--- config.mk ---
export PLATFORM = sky130hd
export DESIGN_NAME = pipeline_hazard_ctl
export DESIGN_NICKNAME = d
export VERILOG_FILES = /design/src/rtl/pipeline_hazard_ctl.sv
export SDC_FILE = /design/constraint.sdc
export NUM_CORES = 1
export LEC_CHECK = 0
export CAP_MARGIN = 5
export CORE_ASPECT_RATIO = 0.9
export CORE_MARGIN = 1
export CORE_UTILIZATION = 45
export DETAILED_ROUTE_END_ITERATION = 10
export PLACE_DENSITY_LB_ADDON = 0.15
export SYNTH_ARGS = -nofsm -noshare
export SYNTH_HDL_FRONTEND = slang
export SYNTH_SLANG_ARGS = --single-unit
--- constraint.sdc ---
create_clock -name clk -period 4.5 [get_ports clk]
set_clock_uncertainty 0.1 [all_clocks]
set_input_delay 0.675 -clock clk [delete_from_list [all_inputs] [get_ports clk]]
set_output_delay 0.675 -clock clk [all_outputs]
set_load 0.01 [all_outputs]
--- src/rtl/pipeline_hazard_ctl.sv ---
// Stall/flush sequencer for the 5-stage MIPS32 pipeline: drives the write enables and
// bubble controls of PC, IF/ID, ID/EX, EX/MEM and MEM/WB for load-use, branch and memory hazards.
module pipeline_hazard_ctl #(
    parameter int MEM_TIMEOUT = 255,
    parameter int CNT_W       = 16
) (
    input  logic             clk,
    input  logic             reset,
    input  logic             id_ex_mem_read,
    input  logic [4:0]       id_ex_rt,
    input  logic [4:0]       if_id_rs,
    input  logic [4:0]       if_id_rt,
    input  logic             branch_taken,
    input  logic             dmem_req,
    input  logic             dmem_ready,
    output logic             pc_write,
    output logic             if_id_write,
    output logic             if_id_flush,
    output logic             id_ex_write,
    output logic             id_ex_flush,
    output logic             ex_mem_write,
    output logic             ex_mem_flush,
    output logic             mem_wb_write,
    output logic             mem_wb_flush,
    output logic             mem_error,
    output logic [CNT_W-1:0] stall_cycles
);

    typedef enum logic {
        RUN      = 1'b0,
        MEM_WAIT = 1'b1
    } state_e;

    localparam logic [9:0] TIMEOUT_C = 10'(MEM_TIMEOUT);

    state_e           state_q, state_d;
    logic [9:0]       wcnt_q, wcnt_d;
    logic             mem_error_q, mem_error_d;
    logic [CNT_W-1:0] stall_q, stall_d;
    logic             lu;

    function automatic logic [CNT_W-1:0] sat_inc(input logic [CNT_W-1:0] v);
        if (v == {CNT_W{1'b1}}) begin
            return v;
        end
        return v + {{(CNT_W-1){1'b0}}, 1'b1};
    endfunction

    assign lu = id_ex_mem_read && (id_ex_rt != 5'd0) &&
                ((id_ex_rt == if_id_rs) || (id_ex_rt == if_id_rt));

    always_comb begin
        state_d      = state_q;
        wcnt_d       = wcnt_q;
        mem_error_d  = mem_error_q;
        pc_write     = 1'b0;
        if_id_write  = 1'b0;
        if_id_flush  = 1'b0;
        id_ex_write  = 1'b0;
        id_ex_flush  = 1'b0;
        ex_mem_write = 1'b0;
        ex_mem_flush = 1'b0;
        mem_wb_write = 1'b0;
        mem_wb_flush = 1'b0;
        // Every control stays deasserted while reset is held low.
        if (reset) begin
            pc_write     = 1'b1;
            if_id_write  = 1'b1;
            id_ex_write  = 1'b1;
            ex_mem_write = 1'b1;
            mem_wb_write = 1'b1;
            unique case (state_q)
                RUN: begin
                    if (dmem_req && !dmem_ready) begin
                        pc_write     = 1'b0;
                        if_id_write  = 1'b0;
                        id_ex_write  = 1'b0;
                        ex_mem_write = 1'b0;
                        mem_wb_flush = 1'b1;
                        state_d      = MEM_WAIT;
                        wcnt_d       = 10'd1;
                    end else if (branch_taken) begin
                        if_id_flush  = 1'b1;
                        id_ex_flush  = 1'b1;
                        ex_mem_flush = 1'b1;
                    end else if (lu) begin
                        pc_write     = 1'b0;
                        if_id_write  = 1'b0;
                        id_ex_flush  = 1'b1;
                    end
                end
                MEM_WAIT: begin
                    if (!dmem_ready && (wcnt_q < TIMEOUT_C)) begin
                        pc_write     = 1'b0;
                        if_id_write  = 1'b0;
                        id_ex_write  = 1'b0;
                        ex_mem_write = 1'b0;
                        mem_wb_flush = 1'b1;
                        wcnt_d       = wcnt_q + 10'd1;
                    end else begin
                        // Release cycle: normal or forced by timeout; a pending load-use still bubbles.
                        if (!dmem_ready) begin
                            mem_error_d = 1'b1;
                        end
                        if (lu) begin
                            pc_write    = 1'b0;
                            if_id_write = 1'b0;
                            id_ex_flush = 1'b1;
                        end
                        state_d = RUN;
                        wcnt_d  = 10'd0;
                    end
                end
                default: begin
                    state_d = RUN;
                    wcnt_d  = 10'd0;
                end
            endcase
        end
    end

    always_comb begin
        stall_d = stall_q;
        if (!pc_write) begin
            stall_d = sat_inc(stall_q);
        end
    end

    always_ff @(posedge clk or negedge reset) begin
        if (!reset) begin
            state_q     <= RUN;
            wcnt_q      <= 10'd0;
            mem_error_q <= 1'b0;
            stall_q     <= '0;
        end else begin
            state_q     <= state_d;
            wcnt_q      <= wcnt_d;
            mem_error_q <= mem_error_d;
            stall_q     <= stall_d;
        end
    end

    assign mem_error    = mem_error_q;
    assign stall_cycles = stall_q;

endmodule

=== Yosys cells after proc, flatten, opt, wreduce, memory -nomap -nowiden ===
Index checks and enable logic that the tools add are counted.

* $add $sub $neg: 2
* $lt $le $gt $ge: 1
* Equality and inequality tests: 5
* Multiplexer cells: 31
* Bitwise gates (word level): 4
* Reduce and logical (&&, ||, !) cells: 10

{| class="wikitable"
|+ Operator list
! kind !! count
|-
| $mux W1 || 23
|-
| $mux W10 || 2
|-
| $pmux W10 S2 || 1
|-
| $add A16 B1 Y16 const B || 1
|-
| $eq A16 B16 Y1 const B || 1
|-
| $mux W16 || 1
|-
| $add A10 B1 Y10 const B || 1
|-
| $eq A5 B5 Y1 || 2
|-
| $lt A10 B8 Y1 const B || 1
|-
| $pmux W1 S2 || 4
|-
| $reduce_bool A5 Y1 || 1
|-
| $logic_and A1 B1 Y1 || 4
|-
| $ne A2 B2 Y1 const B || 2
|-
| $not A1 Y1 || 4
|-
| $reduce_and A2 Y1 || 2
|-
| $reduce_and A4 Y1 || 1
|-
| $logic_not A1 Y1 || 1
|-
| $logic_or A1 B1 Y1 || 1
|}

* Flip-flop bits (word level): 28
* Input port bits: 21
* Output and inout port bits: 26
* Word-level logic and storage cells: 57

=== Longest topological paths before layout ===
* Depth in word-level cells: 11
* Mapped depth: 9
* Mapped depth without buffers: 8

=== Least setup slack after synthesis ===
OpenSTA, ideal clock, no wires.

* Kind: in2out
* From: input port id_ex_rt[1]
* To: output port pc_write
* Data arrival time: 1.951 ns
* Required time: 3.725 ns
* Setup slack: 1.774 ns
* Stages on the path: 6
* Path buffers: 2
* Cell sequence: or4_1 -> o21a_1 -> a31o_4 -> inv_4 -> buf_6 -> buf_4

* Cells in the longest elaborated chain, start to end: 8
* Elaborated cells on any way between the ends: 12

{| class="wikitable"
|+ RTL lines
! what !! RTL line !! source
|-
| from (decl) || 10 || <nowiki>input logic [4:0] id_ex_rt,</nowiki>
|-
| $eq A5 B5 Y1 or $reduce_bool A5 Y1 (tied branches) || 50, 49 ||
|-
| $logic_or A1 B1 Y1 or $logic_and A1 B1 Y1 (tied branches) || 50, 49 ||
|-
| $logic_and A1 B1 Y1 * || 49 || <nowiki>assign lu = id_ex_mem_read && (id_ex_rt != 5'd0) &&</nowiki>
|-
| $mux W1 * || -- ||
|-
| $mux W1 (2 in series) || -- ||
|-
| $pmux W1 S2 * || -- ||
|-
| $mux W1 * || -- ||
|-
| to (decl) || 16 || <nowiki>output logic pc_write,</nowiki>
|}

Mark *: on every way between the ends. The rest lies on a longest branch, timed or not.

=== Worst setup path after layout ===
* From: input port id_ex_rt[1]
* To: output port if_id_write

* Cells in the longest elaborated chain, start to end: 8
* Elaborated cells on any way between the ends: 12

{| class="wikitable"
|+ RTL lines
! what !! RTL line !! source
|-
| $eq A5 B5 Y1 or $reduce_bool A5 Y1 (tied branches) || 50, 49 ||
|-
| $logic_or A1 B1 Y1 or $logic_and A1 B1 Y1 (tied branches) || 50, 49 ||
|-
| $logic_and A1 B1 Y1 * || 49 ||
|-
| $mux W1 * || 86, 105 ||
|-
| $mux W1 || 82 || <nowiki>end else if (branch_taken) begin</nowiki>
|-
| $mux W1 || 74 || <nowiki>if (dmem_req && !dmem_ready) begin</nowiki>
|-
| $pmux W1 S2 * || 72 || <nowiki>unique case (state_q)</nowiki>
|-
| $mux W1 * || 66 || <nowiki>if (reset) begin</nowiki>
|-
| to (decl) || 17 || <nowiki>output logic if_id_write,</nowiki>
|}

Marked as above.

==> out/metrics.csv <==
stage,metric,value,unit
clock_network,cts_tree,built,
power_and_ir_drop,totalPowerFinal,0.000821,W
worst_setup_path,path_class,in2out,
synth,synth_cells,169,
sta,finalSetupViolCount,0,
synth,ys_ff_latch,28,
sta,fmax,275,MHz
run_status,status,"complete, no violations",
worst_setup_path,slowest_stage,clkdlybuf4s50_1,
global_route,grt_start_max_net_pins,28,
cells_and_area,drive_above_1_share,0.0853,
worst_setup_path,path_cells,clkdlybuf4s50_1 -> or4_1 -> o21a_1 -> a31o_4 -> inv_4 -> clkdlybuf4s50_1,
sta,timing.slew.headroom,0.490,
global_route,antenna_found_initial,0,
cells_and_area,instances_no_fill,255,
synth,yosysWarnings,0,
power_and_ir_drop,max-vdd-ir-drop,0.000167,V
die,ios,47,
worst_hold_path,min_to,mem_error$_DFFE_PN0P_,
worst_setup_path,r2r_start,wcnt_q[0]$_DFFE_PN0P_,
die,core_area,0.00343,sq mm
place,dp.cells,251,
synth,synthTopCellsByArea,"dfrtp_1 42%, xnor2_1 7.4%, xor2_1 5.3%",
route,vias,1370,
cells_and_area,nets,235,
synth,synth-edff-count,0,
sta,finalSetupTns,0,ps
clock_network,postCtsSetupBuffers,0,
sta,hold_violations,0,
worst_setup_path,crit_path_end_kind,output pin,
sta,post-route-period-util,0.807,
synth,ys_seq_area_frac,0.425,
sta,min_period,3630,ps
sta,setup_ws,870,ps
synth,yosysTopAreaCellShare,0.425,
clock_network,cts.path.max_buffers,2,
synth,synth.net_count,192,
route,drc,0,
clock_network,cts.clk_slew.worst_paths,90,ps
synth,synth_area_per_cell,9.76,sq um
worst_setup_path,critPathMaxFanout,13,
synth,yosys.cell_types.count,39,
worst_setup_path,cpMostUsedCell,clkdlybuf4s50_1,
global_route,grt_use_total,0.196,
worst_setup_path,slowest_delay,560,ps
synth,synth_common_cells,"28 x dfrtp_1, 16 x nand2_1, 14 x xnor2_1, 12 x nand3_1, 12 x o21ai_1",
synth,synth_most_common_cell,dfrtp_1,
route,detail_route.vias_per_cell,5.37,
global_route,gr-total-overflow,0,
die,die_y,59.4,microns
sta,final_max_slew_viol_count,0,
worst_setup_path,startpoint_type,input pin,
die,start_util,0.481,
clock_network,clk_latency,270,ps
job,maxCapViolations,0,
worst_setup_path,reg2reg_slack,2090,ps
route,drtAntennaViolNets,0,
place,io_buffers,46,
sta,worst_slew_pin_slew,760,ps
power_and_ir_drop,p_per_area,379,mW/mm^2
die,die_w,65.8,microns
route,wl_per_cell,13.3,microns
clock_network,cts_made_buffers,3,
synth,ys.flop_type,dfrtp_1,
cells_and_area,fill_cells,267,
clock_network,holdBufCountCts,0,
clock_network,htreeDepth,1,
clock_network,ctsRootBufferMaster,clkbuf_8,
worst_setup_path,r2r_end,stall_cycles[1]$_DFFE_PN0P_,
worst_hold_path,hp-start,mem_error$_DFFE_PN0P_,
die,rows,20,
synth,syn_area,0.00165,sq mm
worst_hold_path,whs_path_depth,1,
synth,async_flop_share,1.00,
place,gp_congestion,0.854,
global_route,grt_pass1_wl,5780,microns
clock_network,clock_sinks,28,
worst_hold_path,hold_path.class,reg2reg,
place,place_worst_setup_slack,867,ps
cells_and_area,antenna_cells,0,
clock_network,cts_resized,0,
power_and_ir_drop,p_leak,0.870,nW
synth,yosys.area.top_type,dfrtp_1,
route,wirelength,3390,microns
die,dieArea,0.00391,sq mm
global_route,grt_pass1_vias,1283,
route,drt_pass1_iterations,4,
worst_setup_path,ff2ff_path_depth,8,
sta,rsz0062_at_grt,false,
worst_setup_path,arrival,2850,ps
worst_setup_path,critPathRequiredTime,3720,ps
place,dp_hpwl,2560,microns
cells_and_area,syn_to_final_growth,31.4,%
route,first_iter_violations,89,
[cells by family after synthesis]
family	synth area share
AND/OR/NAND/NOR	0.241
flip-flops	0.425
AO/OA/AOI/OAI	0.122
XOR/XNOR	0.127
buffers and inverters	0.0448
multiplexers	0.0250
adder cells (fa/ha/maj)	0.0152
[per-stage QoR]
step | hold slack [ps] | util | instance area [sq um]
after floorplan | 279 | - | 1650
after global placement | 349 | 0.616 | 2110
after detailed placement | 354 | 0.616 | 2110
after CTS | 376 | 0.632 | 2170
after global routing | 396 | 0.632 | 2170
final | 372 | 0.632 | 2170
[worst max-delay path: cells and delay by family]
kind	cells	cell delay, ps
AO/OA/AOI/OAI	2	470
buffers and inverters	3	1160
AND/OR/NAND/NOR	1	540
[worst max path at each step]
stage / depth (start not counted) / slack [ps] / to / from
2_1_floorplan: 6 / 1770 / pc_write / id_ex_rt[1]
3_3_place_gp: 6 / 890 / if_id_write / id_ex_rt[1]
3_5_place_dp: 6 / 870 / if_id_write / id_ex_rt[1]
6_report: 6 / 870 / if_id_write / id_ex_rt[1]
5_1_grt: 6 / 770 / pc_write / id_ex_rt[1]
4_1_cts: 6 / 860 / if_id_write / id_ex_rt[1]
[layout by cell type (no fill, tap or decap), drive strengths merged, types with 2 or more instances in the layout]
cell type      instances
a21oi                  2
a31o                   2
a31oi                  2
and2                   5
and3                   6
and4                   2
clkbuf                 4
clkdlybuf4s50         46
dfrtp                 28
ha                     2
inv                    3
mux2                   3
nand2                 16
nand3                 13
nand4                  4
nor2                  13
nor2b                  2
nor3                   7
o21ai                 12
o22ai                  2
o31ai                  2
or2                    2
xnor2                 14
xor2                  10
[power breakdown]
group	internal [W]	leakage (nW)	switching, W
registers	0.000304	0.348	0.0000630
clock network	0.0000784	0.0288	0.0000769
logic	0.000173	0.493	0.000125
[metal layers]
metal,up-vias,track usage,wire (microns)
li1,669,-,-
met5,-,0,0
met3,4,0.0327,167
met1,647,0.261,1580
met4,0,0.0776,43
met2,50,0.318,1600
[registers in the layout (all words and copies together), names as in the netlist]
signal        count
stall_cycles     16
mem_error         1
state_q           1
wcnt_q           10
[final cells by class]
cell class                 instances  area (sq um)  share of cell area
sequential                        28           701               0.323
inverter                           3          13.8             0.00635
tap                               44          55.1              0.0254
multi-input combinational        129           875               0.404
clock buffer                       4          55.1              0.0254
timing repair buffer              47           468               0.216
Note: power is estimated with default switching activity, not from simulation.
